### src/rtl/ir_fetch_unit.sv
// Instruction fetch and instruction register stage for a multicycle CPU.
// Issues one memory read per fetch and holds the returned word until the next fetch.
module ir_fetch_unit #(
   parameter int unsigned MAX_WAIT = 15,
   parameter int unsigned CNT_W    = 8
) (
   input  logic        clk,
   input  logic        rst_n,
   input  logic        fetch_req,
   input  logic [31:0] pc_in,
   input  logic        flush,
   output logic        mem_rd_req,
   output logic [31:0] mem_addr,
   input  logic        mem_ack,
   input  logic [31:0] mem_rdata,
   output logic [31:0] ir_out,
   output logic        ir_valid,
   output logic        fetch_busy,
   output logic        fetch_err,
   output logic [5:0]  opcode,
   output logic [4:0]  rs,
   output logic [4:0]  rt,
   output logic [4:0]  rd,
   output logic [4:0]  shamt,
   output logic [5:0]  funct,
   output logic [15:0] imm_16,
   output logic [25:0] jaddr_26
);

   typedef enum logic {IDLE = 1'b0, BUSY = 1'b1} state_t;

   state_t           state, state_nx;
   logic [CNT_W-1:0] wait_cnt, cnt_nx;
   logic [31:0]      ir_nx, addr_nx;
   logic             req_nx, valid_nx, err_nx;

   always_ff @(posedge clk or negedge rst_n) begin
      if (!rst_n) begin
         state      <= IDLE;
         wait_cnt   <= '0;
         ir_out     <= '0;
         mem_addr   <= '0;
         mem_rd_req <= 1'b0;
         ir_valid   <= 1'b0;
         fetch_err  <= 1'b0;
      end else begin
         state      <= state_nx;
         wait_cnt   <= cnt_nx;
         ir_out     <= ir_nx;
         mem_addr   <= addr_nx;
         mem_rd_req <= req_nx;
         ir_valid   <= valid_nx;
         fetch_err  <= err_nx;
      end
   end

   always_comb begin
      state_nx = state;
      cnt_nx   = wait_cnt;
      ir_nx    = ir_out;
      addr_nx  = mem_addr;
      req_nx   = mem_rd_req;
      valid_nx = 1'b0;
      err_nx   = fetch_err;
      unique case (state)
         IDLE: begin
            req_nx = 1'b0;
            if (fetch_req) begin
               err_nx = 1'b0;
               if (pc_in[1:0] != 2'b00) begin
                  err_nx = 1'b1;
               end else begin
                  addr_nx  = pc_in;
                  req_nx   = 1'b1;
                  cnt_nx   = '0;
                  state_nx = BUSY;
               end
            end
         end
         BUSY: begin
            // Flush outranks a same-cycle ack, which outranks the timeout.
            if (flush) begin
               req_nx   = 1'b0;
               state_nx = IDLE;
            end else if (mem_ack) begin
               ir_nx    = mem_rdata;
               valid_nx = 1'b1;
               req_nx   = 1'b0;
               state_nx = IDLE;
            end else if (wait_cnt == CNT_W'(MAX_WAIT)) begin
               err_nx   = 1'b1;
               req_nx   = 1'b0;
               state_nx = IDLE;
            end else begin
               cnt_nx = wait_cnt + 1'b1;
            end
         end
         default: state_nx = IDLE;
      endcase
   end

   assign fetch_busy = (state == BUSY);

   assign opcode   = ir_out[31:26];
   assign rs       = ir_out[25:21];
   assign rt       = ir_out[20:16];
   assign rd       = ir_out[15:11];
   assign shamt    = ir_out[10:6];
   assign funct    = ir_out[5:0];
   assign imm_16   = ir_out[15:0];
   assign jaddr_26 = ir_out[25:0];

endmodule
### config.mk
export PLATFORM = sky130hd
export DESIGN_NAME = ir_fetch_unit
export DESIGN_NICKNAME = d
export VERILOG_FILES = /design/src/rtl/ir_fetch_unit.sv
export SDC_FILE = /design/constraint.sdc
export NUM_CORES = 1
export LEC_CHECK = 0
export BUFFER_PORTS_ARGS = -buffer_cell sky130_fd_sc_hd__buf_2
export CORE_UTILIZATION = 39
export DETAILED_ROUTE_END_ITERATION = 10
export PLACE_DENSITY = 0.84
export RECOVER_POWER = 50
export REMOVE_ABC_BUFFERS = 1
export SLEW_MARGIN = 30
export SYNTH_ARGS = -nofsm -noshare
export SYNTH_HDL_FRONTEND = slang
export SYNTH_SLANG_ARGS = --single-unit
### constraint.sdc
create_clock -name clk -period 1.72 [get_ports clk]
set_input_delay 0.43 -clock clk [delete_from_list [all_inputs] [get_ports clk]]
set_output_delay 0.43 -clock clk [all_outputs]
set_load 0.005 [all_outputs]
==> results.md <==
* Outcome: complete, but fails checks
* Violations in the final reports: DRC
* Max Clk Rate at roughly 600 MHz
* Starting density of the core at 40.5%
* Critical path peak fanout at 6
* Routed WL at around 7700 um
* Share of the yosys chip area belonging to registers at between 50% and 60%
* CP max-delay cell: or4_4
* Top cells by instance count after synthesis: nand2_1, dfrtp_1, buf_4
* Final Net Count at ~550
* Total GRT Usage at between 10% and 20%
* Total grt overflow at 0
* Antenna viol nets, final at 0
* Wirelength per Cell at about 13 um
* Maximum vdd ir drop at around 550 uV
* Average vias per placed instance at approximately 4.6
* Number of port buffers at 210
* Cell types with the largest area share after synthesis: dfrtp_1, buf_4, nand2_1
* Cell depth of the worst hold path at 3
* Max clock buf depth at 2
* Top FF cell, synth: dfrtp_1
* I/O pin cnt at 211
* Synth Area per Inst at 10.6 um2
* Clock network latency to the later pin of the worst-skew pair at roughly 0.34 ns
* Num CTS Buffers at 9
* Clk sinks at 76
* Proportion of synthesized area in mux cells at around 10%
* Die footprint at about 9500 um2
* Area share of the leading cell type in the synthesized netlist at a little over half
* Wire length of the first global-routing pass at approximately 13000 um
* Post-cts hold buffer count at 0
* Final weighted congestion of routability-driven global placement at between 0.7 and 0.8
* Number of max-slew violations in the final report at 0
* Unrepaired setup endpoints after global routing: yes
* Setup tns final at 0 ns
* Final HPWL from detailed placement at around 5800 um
* Count of filler cells inserted in the layout at 815
* Number of antenna repair diodes at 0
* Height of the die at just under 100 um
* Pin count of the biggest net entering global routing at 77
* Worst EP arrival at between 1.5 and 2 ns
* Via count at between 2000 and 3000
* Transition time at the pin with the least slew margin at 1.00 ns
* Clock Root Buffer: clkbuf_8
* Fraction of the mapped netlist area in simple logic gates at between 10% and 20%
* Pre-antenna DRT Iters at 7
* Combinational family with the most area after synthesis: buffers and inverters
* Area leader, netlist: dfrtp_1
* Cell area after synthesis at roughly 3600 um2
* DRC Markers at 16
* Time the final worst path needs with I/O delays and setup at approximately 1.7 ns
* Arithmetic-cell share of the synthesized area counting full adders, half adders and majority gates at less than 1%
* Clock-pin transition on the worst setup and hold timing paths at ~0.08 ns
* Die width at just under 100 um
* Hold Violations, Final at 0
* Via count of the first global-routing pass at roughly 2600
* Worst Path Class, Setup: register to register
* Synth Area in Compound Gates at between 2 and 3%
* Required time of the critical path at approximately 1.9 ns
* Number of flops mapped to enable cells by yosys at 0
* Synth Register Bits at 76
* Category of the worst setup path launch point: register
* Most used standard cell by instance count after synthesis: nand2_1
* Row Count at 34
* Max-cap violations at 0
* Reg2reg path depth at 4
* Core area at between 8000 and 9000 um2
* Area growth from synthesis to layout at 23.0%
* DRT iter0 DRCs at between 60 and 70
* Number of antenna violations at the first check in global routing at 0
* FFs w/ async S/R, synth at 100%
* CP endpoint kind: register
* HP Class: primary input to register
* Final critical-path share of the clock period at between 90% and 100%
* Final setup skew at about 0.011 ns
* Fin util at roughly 50%
* TritonCTS clock tree: done
* Share of final-layout standard cells stronger than drive strength 1 at between 50% and 60%
* Chain of cells forming the critical path: or4_4 > o21ai_4 > nor4_1 > a221o_1
* Final setup violation count at 0
* Synthesis warning total at 0
* Share of the synthesized netlist area taken by xor and xnor gates at 0%
* Power density normalized to cell area at between 1000 and 1500 nW/um2
* Count of cell types in the netlist at 37
* # H-tree levels at 3
* Static leakage at between 2 and 2.5 nW
* Crit-path max cell delay at roughly 0.56 ns
* Max-Slew Margin vs Limit at between 30 and 40%
* Mapped Cells at roughly 340
-- per-stage QoR --
step	hold slack [ns]	setup WS [ns]	instance area [um2]	std cells	power (mW)
finish	0.279	0.0459	4390	597	5.01
global route	0.267	-0.00340	4390	597	5.34
CTS	0.0968	0.0217	4400	595	5.11
detailed placement	0.479	0.0312	4230	579	3.93
global placement	0.462	0.0832	4230	579	3.87
floorplan	0.134	-1.57	2940	251	2.92
-- final cells by class --
class | count | area [um2] | area share (%)
clock buffers | 10 | 128 | 2.91
inverters | 5 | 18.8 | 0.428
well taps | 108 | 135 | 3.08
flip-flops and latches | 76 | 1900 | 43.4
multi-input cells | 170 | 1020 | 23.3
repair buffers | 222 | 1140 | 26.0
clock inverters | 6 | 41.3 | 0.941
-- layout by cell type, fill, tap and decap left out, types with 2 or more instances in the layout --
cell type | netlist | final
mux2_1 | 2 | 2
buf_4 | 74 | 10
nand2_1 | 99 | 99
inv_1 | 4 | 4
mux2i_1 | 3 | 3
clkbuf_8 | 2 | 9
dfrtp_1 | 76 | 76
clkbuf_1 | 5 | 15
clkinv_2 | 0 | 2
nor2_1 | 4 | 4
clkbuf_4 | 0 | 2
nand3_1 | 5 | 5
o31ai_1 | 2 | 2
nor2b_1 | 2 | 2
o21ai_0 | 4 | 4
clkinvlp_4 | 0 | 3
buf_2 | 3 | 195
a21o_1 | 2 | 2
nand3b_1 | 2 | 2
mux2_2 | 28 | 28
-- sequential cells by signal, summed over array words and instances (netlist names) --
signal	flops
mem_addr	32
fetch_err	1
fetch_busy	1
mem_rd_req	1
wait_cnt	8
ir_out	32
ir_valid	1
-- final timing paths --
path,to,start,slack [ns]
max in group asynchronous,wait_cnt[0],rst_n,0.68
max,wait_cnt[7],wait_cnt[5],0.05
max reg2reg,wait_cnt[7],wait_cnt[5],0.05
min reg2reg,mem_addr[8],mem_addr[8],0.49
min in group asynchronous,mem_addr[20],rst_n,0.39
min,ir_out[23],mem_rdata[23],0.28
-- cells by family (layout without fill, tap and decap cells) --
family | after synthesis | after routing
compound gates | 14 | 14
fa+ha+maj | 1 | 1
buf+inv | 91 | 243
flops | 76 | 76
mux | 33 | 33
simple gates | 122 | 122
-- critical path: cells and delay by family, from the launching register on --
kind / cells / cell delay (ns)
AO/OA/AOI/OAI: 2 / 0.50
AND/OR/NAND/NOR: 2 / 0.64
flip-flops: 1 / 0.42
-- power breakdown --
part / internal (mW) / switching [mW] / leakage [nW]
clock network: 0.521 / 0.642 / 0.0783
logic: 0.769 / 0.627 / 1.43
registers: 2.15 / 0.300 / 0.947
-- layer usage --
layer  share of wire [%]  global-route usage, %  vias to the layer above
met4                 1.6                   6.99                        0
met3                 5.9                   3.02                       10
met5                   0                      0                        -
met1                  41                   20.2                     1327
li1                    -                      -                     1311
met2                  52                   29.0                      117
-- timing repair --
item                                    in CTS  in global routing
buffers inserted                             0                  2
endpoints found under the setup margin       0                  4
hold endpoints to repair                     0                  0
resized for setup                            0                  0
(Power assumes the default switching activity.)
